==> config.mk <==
export PLATFORM = sky130hd
export DESIGN_NAME = ctrl_gen
export DESIGN_NICKNAME = d
export VERILOG_FILES = /design/src/rtl/sisc_pkg.sv /design/src/rtl/ctrl_gen_br_eval.sv /design/src/rtl/ctrl_gen.sv
export SDC_FILE = /design/constraint.sdc
export NUM_CORES = 1
export LEC_CHECK = 0
export ABC_AREA = 0
export ABC_CLOCK_PERIOD_IN_PS = 2400
export BUFFER_PORTS_ARGS = -buffer_cell sky130_fd_sc_hd__buf_2
export CAP_MARGIN = 20
export CORE_MARGIN = 8
export CORE_UTILIZATION = 29
export DETAILED_ROUTE_END_ITERATION = 8
export HOLD_SLACK_MARGIN = 0.12
export PLACE_DENSITY = 0.72
export SETUP_SLACK_MARGIN = 0.05
export SLEW_MARGIN = 20
export SYNTH_ARGS = -nofsm -noshare
export SYNTH_HDL_FRONTEND = slang
export SYNTH_SLANG_ARGS = --single-unit
export TNS_END_PERCENT = 1
==> constraint.sdc <==
create_clock -name clk -period 2.4 [get_ports clk]
set_input_delay 0.48 -clock clk [delete_from_list [all_inputs] [get_ports clk]]
set_output_delay 0.48 -clock clk [all_outputs]
set_load 0.005 [all_outputs]
==> src/rtl/sisc_pkg.sv <==
// Shared constants for the SISC multi-cycle control path: state codes,
// opcode values, the immediate addressing mode and ALU operation selects.
package sisc_pkg;

  // Control FSM state encodings (3 bits).
  localparam logic [2:0] ST_START0    = 3'd0;
  localparam logic [2:0] ST_START1    = 3'd1;
  localparam logic [2:0] ST_FETCH     = 3'd2;
  localparam logic [2:0] ST_DECODE    = 3'd3;
  localparam logic [2:0] ST_EXECUTE   = 3'd4;
  localparam logic [2:0] ST_MEM       = 3'd5;
  localparam logic [2:0] ST_WRITEBACK = 3'd6;
  localparam logic [2:0] ST_HALT      = 3'd7;

  // Opcode values; unlisted codes behave as NOOP.
  localparam int OP_NOOP = 0;
  localparam int OP_LOD  = 1;
  localparam int OP_STR  = 2;
  localparam int OP_SWP  = 3;
  localparam int OP_BRA  = 4;
  localparam int OP_BRR  = 5;
  localparam int OP_BNE  = 6;
  localparam int OP_BNR  = 7;
  localparam int OP_ALU  = 8;
  localparam int OP_HLT  = 15;

  // mm value that selects the immediate operand for ALU instructions.
  localparam int AM_IMM = 8;

  // alu_op encodings: {addr_calc, imm_sel}.
  localparam logic [1:0] ALU_RR   = 2'b00;
  localparam logic [1:0] ALU_RI   = 2'b01;
  localparam logic [1:0] ALU_ADDR = 2'b11;

endpackage

==> src/rtl/ctrl_gen_br_eval.sv <==
// Branch condition evaluator: decides whether a branch opcode is taken
// against the status flags and whether its target is absolute.
// Purely combinational so a pipelined core can reuse it in any stage.
module br_eval #(
  parameter int OPW   = 4,
  parameter int MMW   = 4,
  parameter int STATW = 4
) (
  input  logic [OPW-1:0]   opcode,
  input  logic [MMW-1:0]   mm,
  input  logic [STATW-1:0] stat,
  output logic             taken,
  output logic             absolute
);
  import sisc_pkg::*;

  logic [MMW-1:0] w_hit;
  logic           w_is_bra;
  logic           w_is_brr;
  logic           w_is_bne;
  logic           w_is_bnr;

  // Flags selected by the mask; STATW equals MMW by construction.
  assign w_hit    = MMW'(stat) & mm;
  assign w_is_bra = (opcode == OPW'(OP_BRA));
  assign w_is_brr = (opcode == OPW'(OP_BRR));
  assign w_is_bne = (opcode == OPW'(OP_BNE));
  assign w_is_bnr = (opcode == OPW'(OP_BNR));

  // Branch-if-set family treats an empty mask as unconditional;
  // branch-if-clear family is taken when no masked flag is set.
  always_comb begin
    taken    = 1'b0;
    absolute = w_is_bra | w_is_bne;
    if (w_is_bra || w_is_brr) begin
      taken = (mm == '0) || (w_hit != '0);
    end else if (w_is_bne || w_is_bnr) begin
      taken = (w_hit == '0);
    end
  end

endmodule

==> src/rtl/ctrl_gen.sv <==
// SISC multi-cycle control FSM: START0/START1 reset sequence, then
// FETCH, DECODE, EXECUTE, MEM, WRITEBACK per instruction, with a sticky
// HALT. Outputs are Moore-style decodes of the state and live IR fields.
module ctrl_gen #(
  parameter int OPW         = 4,
  parameter int MMW         = 4,
  parameter int STATW       = 4,
  parameter int AM_IMM      = sisc_pkg::AM_IMM,
  parameter bit SHORT_CYCLE = 1'b0
) (
  input  logic             clk,
  input  logic             rst,
  input  logic [OPW-1:0]   opcode,
  input  logic [MMW-1:0]   mm,
  input  logic [STATW-1:0] stat,
  output logic             pc_write,
  output logic             pc_sel,
  output logic             br_sel,
  output logic             pc_rst,
  output logic             ir_load,
  output logic             rf_we,
  output logic             wb_sel,
  output logic [1:0]       alu_op,
  output logic             stat_en,
  output logic             dm_we,
  output logic             mm_sel,
  output logic             halted,
  output logic [2:0]       dbg_state
);
  import sisc_pkg::*;

  logic [2:0] r_state;
  logic [2:0] w_next;
  logic       w_taken;
  logic       w_abs;
  logic       w_is_lod;
  logic       w_is_str;
  logic       w_is_swp;
  logic       w_is_alu;
  logic       w_is_hlt;
  logic       w_mem_op;

  assign w_is_lod = (opcode == OPW'(OP_LOD));
  assign w_is_str = (opcode == OPW'(OP_STR));
  assign w_is_swp = (opcode == OPW'(OP_SWP));
  assign w_is_alu = (opcode == OPW'(OP_ALU));
  assign w_is_hlt = (opcode == OPW'(OP_HLT));
  // Instructions that must pass through MEM even in short-cycle mode.
  assign w_mem_op = w_is_lod | w_is_str | w_is_swp;

  br_eval #(
    .OPW  (OPW),
    .MMW  (MMW),
    .STATW(STATW)
  ) u_br_eval (
    .opcode  (opcode),
    .mm      (mm),
    .stat    (stat),
    .taken   (w_taken),
    .absolute(w_abs)
  );

  // State register; reset lands in START0 immediately.
  always_ff @(posedge clk or posedge rst) begin
    if (rst) begin
      r_state <= ST_START0;
    end else begin
      r_state <= w_next;
    end
  end

  // Next-state sequencing; HALT only leaves through reset.
  always_comb begin
    w_next = ST_START0;
    case (r_state)
      ST_START0:    w_next = ST_START1;
      ST_START1:    w_next = ST_FETCH;
      ST_FETCH:     w_next = ST_DECODE;
      ST_DECODE:    w_next = w_is_hlt ? ST_HALT : ST_EXECUTE;
      ST_EXECUTE:   w_next = (SHORT_CYCLE && !w_mem_op) ? ST_WRITEBACK : ST_MEM;
      ST_MEM:       w_next = ST_WRITEBACK;
      ST_WRITEBACK: w_next = ST_FETCH;
      ST_HALT:      w_next = ST_HALT;
      default:      w_next = ST_START0;
    endcase
  end

  // Datapath control decode; rst masks every enable combinationally so a
  // write in flight drops in the same cycle reset is raised.
  always_comb begin
    pc_write = 1'b0;
    pc_sel   = 1'b0;
    br_sel   = 1'b0;
    pc_rst   = rst;
    ir_load  = 1'b0;
    rf_we    = 1'b0;
    wb_sel   = 1'b0;
    alu_op   = ALU_RR;
    stat_en  = 1'b0;
    dm_we    = 1'b0;
    mm_sel   = 1'b0;
    halted   = 1'b0;
    if (!rst) begin
      case (r_state)
        ST_START1: begin
          pc_rst = 1'b1;
        end
        ST_FETCH: begin
          ir_load  = 1'b1;
          pc_write = 1'b1;
        end
        ST_DECODE: begin
          if (w_taken) begin
            pc_write = 1'b1;
            pc_sel   = 1'b1;
            br_sel   = w_abs;
          end
        end
        ST_EXECUTE: begin
          if (w_is_alu) begin
            alu_op  = (mm == MMW'(AM_IMM)) ? ALU_RI : ALU_RR;
            stat_en = 1'b1;
          end else if (w_is_lod || w_is_str) begin
            alu_op = ALU_ADDR;
          end
        end
        ST_MEM: begin
          if (w_is_str) begin
            dm_we  = 1'b1;
            mm_sel = 1'b1;
          end else if (w_is_lod) begin
            mm_sel = 1'b1;
          end
        end
        ST_WRITEBACK: begin
          if (w_is_alu || w_is_swp) begin
            rf_we = 1'b1;
          end else if (w_is_lod) begin
            rf_we  = 1'b1;
            wb_sel = 1'b1;
            mm_sel = 1'b1;
          end
        end
        ST_HALT: begin
          halted = 1'b1;
        end
        default: ;
      endcase
    end
  end

  assign dbg_state = r_state;

endmodule

==> metrics.md, run 1 <==
| Metric | Value |
|---|---|
| First-pass detailed-route iteration total | 4 |
| Core area | 0.00132 sq mm |
| Pins Over Slew Limit | 0 |
| Post-CTS Hold Fix Bufs | 0 |
| Fillers | 147 |
| Placed cell area | 562 sq um |
| Max-cap violations | 0 |
| Switching power | 183 uW |
| Synthesized netlist cell count | 55 |
| Syn_nets | 69 |
| Die height | 53.7 um |
| Iteration-0 DRC count of the detailed router | 3 |
| Flops & latches, synth | 3 |
| Final period util | 92.5% |
| First-pass GRT wire length | 2.08 mm |
| Largest net degree at the start of global routing | 11 |
| Initial core utilization | 31.3% |
| Site Rows | 13 |
| Internal cell power | 263 uW |
| Setup violations, final | 0 |
| Required @ worst endpoint | 1.92 ns |
| Worst min-delay path category | in2async |
| Final Wtd Congestion | 0.760 |
| Nets | 100 |
| Share of layout cells above drive strength 1 | 45.9% |
| Overall die area | 0.00289 sq mm |
| Switching share of power | 41.0% |
| Total number of vias | 494 |
| Vias in the first global route | 502 |
| P&R area growth vs syn | 42.4% |
| Critical path peak fanout | 9 |
| CTS tree | yes |
| Comb pwr share | 53.4% |
| Worst r2r src | dbg_state[1] |
| HPWL after DPL | 1.05 mm |
| Die W | 53.7 um |
| Leakage | 0.297 nW |
| Synth area leader | dfrtp_1 |
| Relative slew margins | 79.1% |
| RSZ-0062 raised after global routing | false |
| Setup crit end kind | primary output |
| Design area | 588 sq um |
| Setup total negative slack | 0 ns |
| Resize count post-CTS | 0 |
| Outcome | complete, no violations |
| PortBufs | 29 |
| Final ANT Viol Nets | 0 |
| TritonCTS Sinks | 3 |
| Post-Syn Area | 413 sq um |
| R2R Setup Slk | 1.40 ns |
| Synth Warn # | 0 |
| Top cells by area, synth | dfrtp_1 (18%), nand2b_1 (7.6%), nor3_2 (7.3%) |
| Least-Margin Pin Slew | 0.314 ns |
| Reg2Reg Depth | 1 |
| Crit path DAT | 1.74 ns |
| Pre-CTS setup slack | 0.243 ns |
| Setup Buffers After CTS | 0 |
| Tmin final | 2.22 ns |
| IO Count | 30 |
| Clk_lat worst skew | 0.23 ns |
| All-Layer GR Usage | 9.37% |
| Grt total ovfl | 0 |
| Vias/cell | 4.94 |
| Peak VDD IR | 0.524 mV |
| Highest clock rate | 0.450 GHz |
| Root Buffer | clkbuf_4 |
| Type of origin of the critical path | register |
| Clock power share | 19.8% |
| WL/cell | 12.5 um |
| Sequential share of power | 26.8% |
| Initial antenna violation count | 0 |
| DRC | 0 |
| H-tree levels | 1 |
| Setup Crit Path Kind | reg2out |
| Cell variety after synth | 28 |
| Clock transition at path regs | 0.04 ns |
| Clk_skew | 0.000223 ns |
| Final Hold Vio Count | 0 |
| Pwr dens | 758 mW/mm^2 |
| CTS max path bufs | 2 |
| Final wirelength | 1.25 mm |
| Syn avg cell area | 7.51 sq um |
| Diode count | 0 |
| Worst Slack Setup Final | 0.179 ns |
| Post-synth top area share | 18.2% |
| Seq/Total Area, Yosys | 18.2% |
| CTS Buf Count | 3 |
| Final design utilization | 44.6% |
==> per-layer routing <==
layer | vias up | GRT usage, % | wire length, um
met5 | - | 0 | 0
li1 | 258 | - | -
met4 | 0 | 5.04 | 0
met1 | 217 | 9.83 | 476
met2 | 19 | 15.8 | 607
met3 | 0 | 3.58 | 165
==> worst max-delay path by stage <==
stage / from / to / cells past startpoint
3_3_place_gp: opcode[2] / alu_op[0] / 5
6_report: register / alu_op[0] / 4
3_5_place_dp: opcode[3] / wb_sel / 4
5_1_grt: register / alu_op[1] / 4
4_1_cts: register / alu_op[0] / 4
2_1_floorplan: dbg_state[0] / alu_op[0] / 4
==> stage by stage <==
step                instances  power [mW]  hold slack, ns
finish                    100       0.446           0.143
global route              100       0.489           0.147
CTS                       100       0.455           0.135
detailed placement         96       0.360           0.387
global placement           96       0.357           0.387
floorplan                  55       0.283           0.248
==> power by group through the flow <==
stage               Clock, mW  Sequential, mW  Combinational (mW)
global route            0.100           0.123               0.266
CTS                    0.0941           0.120               0.242
floorplan                   0           0.103               0.180
finish                 0.0881           0.120               0.238
detailed placement          0           0.120               0.240
global placement            0           0.118               0.239
==> layout by cell type (no fill, tap or decap), types with 2 or more instances in the layout <==
master,netlist,final
nor3_1,4,4
nor2b_1,2,2
buf_2,0,29
o21ai_0,2,2
nor2_1,7,7
nand2_1,5,5
nor4_1,2,2
nor3_2,3,3
nand2b_1,5,5
xnor2_1,2,2
dfrtp_1,3,3
clkbuf_4,0,3
==> logic make-up after synthesis <==
kind of cell	synth area share, %
compound gates	14.2
xor+xnor	4.24
buf+inv	6.36
flops	18.2
mux	5.15
simple gates	51.8
==> final cells by class <==
class | count | area, sq um | share of cell area, %
Timing Repair Buffer | 30 | 153 | 26.0
Inverter | 1 | 3.75 | 0.638
Clock buffer | 4 | 26.3 | 4.47
Tap cell | 15 | 18.8 | 3.19
Sequential cell | 3 | 75.1 | 12.8
Multi-Input combinational cell | 47 | 312 | 53.0
==> Yosys cell counts <==
master / instances
mux2i_1: 1
o21ai_0: 2
nor4_1: 2
and3_1: 1
nor2b_1: 2
a22o_1: 1
xnor2_1: 2
inv_1: 1
mux2_2: 1
and2_1: 1
nor2_1: 7
nor4b_1: 1
nand4bb_1: 1
a21oi_1: 1
nor3_2: 3
or3b_1: 1
or4b_1: 1
buf_6: 1
dfrtp_1: 3
a21o_1: 1
or3_4: 1
o21a_1: 1
nand2_1: 5
a221oi_1: 1
nand2b_1: 5
nor3_1: 4
a41o_2: 1
clkbuf_1: 3
==> critical path, stage by stage (launching register included) <==
cell	delay, ns
dfrtp_1	0.46
or3b_1	0.39
or3_4	0.36
nor3_2	0.17
buf_2	0.13
Note: power is estimated with default switching activity, not from simulation.
==> run 2, diff against run 1 <==
--- a/config.mk
+++ b/config.mk
@@ -13,4 +13,5 @@
 export CORE_UTILIZATION = 29
 export DETAILED_ROUTE_END_ITERATION = 8
+export GPL_TIMING_DRIVEN = 0
 export HOLD_SLACK_MARGIN = 0.12
 export PLACE_DENSITY = 0.72
==> constraint.sdc (replaced) <==
create_clock -name clk -period 2.4 [get_ports clk]
set_input_delay 0.36 -clock clk [delete_from_list [all_inputs] [get_ports clk]]
set_output_delay 0.36 -clock clk [all_outputs]
set_load 0.005 [all_outputs]
==> metrics.md, run 2 (synthesized netlist as in run 1, its figures left out) <==
| Metric | Value |
|---|---|
| Outcome | complete, no violations |
| Die W | 53.7 um (unchanged) |
| Final Hold Vio Count | 0 (unchanged) |
| Iteration-0 DRC count of the detailed router | 0 (-3) |
| Vias in the first global route | 478 (-4.8%) |
| Most frequent cells in the layout | buf_2 (27), nor2_1 (7), nand2b_1 (5), nand2_1 (5) |
| Clk_skew | 0.0000848 ns (-0.000138 ns) |
| Overall die area | 0.00289 sq mm (unchanged) |
| Required @ worst endpoint | 2.04 ns (+0.12 ns) |
| Core area | 0.00132 sq mm (unchanged) |
| Nets | 102 (+2.0%) |
| WL/cell | 12.4 um (-0.39%) |
| Worst setup startpoint | rst |
| Setup Crit Path Kind | in2out |
| Setup Buffers After CTS | 0 (unchanged) |
| Largest net degree at the start of global routing | 11 (unchanged) |
| Type of origin of the critical path | primary input |
| Fillers | 150 (+2.0%) |
| H-tree levels | 1 (unchanged) |
| CTS tree | yes |
| CTS max path bufs | 2 (unchanged) |
| Area of the multi-input gates | 317 sq um (+1.6%) |
| CP bufs+invs | 4 (+3) |
| Clk_lat worst skew | 0.23 ns (about the same) |
| Die height | 53.7 um (unchanged) |
| WL met3 | 191 um (+16%) |
| First-pass GRT wire length | 1.95 mm (-6.0%) |
| TritonCTS Sinks | 3 (unchanged) |
| Final Wtd Congestion | 0.765 (+0.57%) |
| Tmin final | 2.14 ns (-0.0787 ns) |
| Commonest non-fill, non-tap cell in the layout | buf_2 |
| Least-Margin Pin Slew | 0.417 ns (+0.103 ns) |
| Max-cap violations | 0 (unchanged) |
| Worst min-delay path category | in2async |
| Placed cell area | 567 sq um (+0.89%) |
| Seq. cell area | 75.1 sq um (unchanged) |
| Peak VDD IR | 0.468 mV (-11%) |
| CP max stage delay | 0.57 ns (+0.11 ns) |
| Total number of vias | 491 (-0.61%) |
| Initial core utilization | 31.3% (unchanged) |
| Post-Route M1 WL | 488 um (+2.5%) |
| DRC | 0 (unchanged) |
| Leakage | 0.297 nW (+0.19%) |
| Diode count | 0 (unchanged) |
| Relative slew margins | 72.2% (-6.9 points) |
| Critical path peak fanout | 5 (-4) |
| Highest clock rate | 0.467 GHz (+3.7%) |
| PortBufs | 27 (-6.9%) |
| Setup crit end kind | primary output |
| Final ANT Viol Nets | 0 (unchanged) |
| Site Rows | 13 (unchanged) |
| Share of layout cells above drive strength 1 | 44.8% (-1.1 points) |
| Final period util | 89.3% (-3.3 points) |
| Crit path DAT | 1.78 ns (+0.04 ns) |
| IO Count | 30 (unchanged) |
| Cell mode on critical path | buf_2 |
| RSZ-0062 raised after global routing | false |
| Vias/cell | 4.81 (-2.6%) |
| Root Buffer | clkbuf_4 |
| Worst r2r src | dbg_state[1] |
| Clock transition at path regs | 0.03 ns (about the same) |
| First-pass detailed-route iteration total | 1 (-3) |
| Crit path cell chain | buf_2 -> dlygate4sd3_1 -> inv_2 -> nand2_1 -> nor3_2 -> and3_1 -> buf_2 |
| Pins Over Slew Limit | 0 (unchanged) |
| Initial antenna violation count | 0 (unchanged) |
| Routed met2 length | 589 um (-3.0%) |
| Critical path's slowest cell | dlygate4sd3_1 |
| Grt total ovfl | 0 (unchanged) |
| Final wirelength | 1.27 mm (+1.6%) |
| CTS Buf Count | 3 (unchanged) |
| Setup total negative slack | 0 ns (unchanged) |
| Setup violations, final | 0 (unchanged) |
| Top Layer Used | met3 |
| Family with the most delay on the worst path | buffers and inverters |
| Pwr dens | 751 mW/mm^2 (-0.92%) |
| All-Layer GR Usage | 8.76% (-0.61 points) |
| P&R area growth vs syn | 47.3% |
| Design area | 608 sq um (+3.4%) |
[run 2: cell types whose count changed in the layout (fill, tap and decap cells not counted), sizes merged]
cell,previous run,this run
clkbuf,4,7
dlygate4sd3,0,1
buf,30,28
[run 2: area by class of cell]
class	instances	share of cell area, %
Timing Repair Buffer	28	23.9
Clock buffer	4	4.32
Tap cell	15	3.09
Multi-Input combinational cell	47	52.1
Sequential cell	3	12.3
Inverter	1	0.617
Buffer	4	3.70
[run 2: layer usage]
layer | vias to the layer above | track usage, %
met5 | - | 0
met4 | 0 | 5.04
met3 | 0 | 3.86
met2 | 19 | 14.1
met1 | 211 | 9.35
li1 | 261 | -
[run 2: worst paths after layout]
path | endpoint | slack [ns] | depth (start not counted)
worst max-delay path | br_sel | 0.26 | 7
min in group clk | dbg_state[1] | 0.59 | 4
max in group asynchronous | asynchronous set/reset pin | 1.70 | 3
worst max register to register | register | 1.28 | 2
worst min-delay path | dbg_state[0] | 0.58 | 3
worst min register to register | dbg_state[0] | 0.59 | 2
[run 2: timing repair]
| action | in CTS | in global routing |
|---|---|---|
| setup endpoints to repair | 0 | 3 |
| endpoints found under the hold margin | 3 | 0 |
| resized for setup | 0 | 2 |
| hold buffers | 1 | 0 |
[run 2: per-stage QoR]
| stage | cells | worst slack [ns] | power (mW) | utilization [%] | hold slack (ns) |
|---|---|---|---|---|---|
| final | 102 | 0.258 | 0.456 | 46.2 | 0.579 |
| after global routing | 102 | 0.130 | 0.503 | 46.2 | 0.607 |
| after CTS | 102 | 0.132 | 0.463 | 45.8 | 0.565 |
| after detailed placement | 97 | 0.476 | 0.368 | 43.0 | 0.275 |
| after global placement | 97 | 0.501 | 0.366 | 43.0 | 0.272 |
| after floorplan | 55 | 0.618 | 0.283 | - | 0.128 |
[run 2: where the power goes]
| group | switching (mW) | leakage (nW) | internal, mW | total (mW) |
|---|---|---|---|---|
| Combinational | 0.135 | 0.249 | 0.133 | 0.268 |
| Sequential | 0.0240 | 0.0335 | 0.0774 | 0.101 |
| Clock | 0.0246 | 0.0150 | 0.0622 | 0.0868 |
| Total | 0.184 | 0.297 | 0.273 | 0.456 |
[run 2: tightest hold or removal path, cell delays in order]
cell	delay, ns
buf_2	0.11
dlygate4sd3_1	0.57
inv_2	0.10
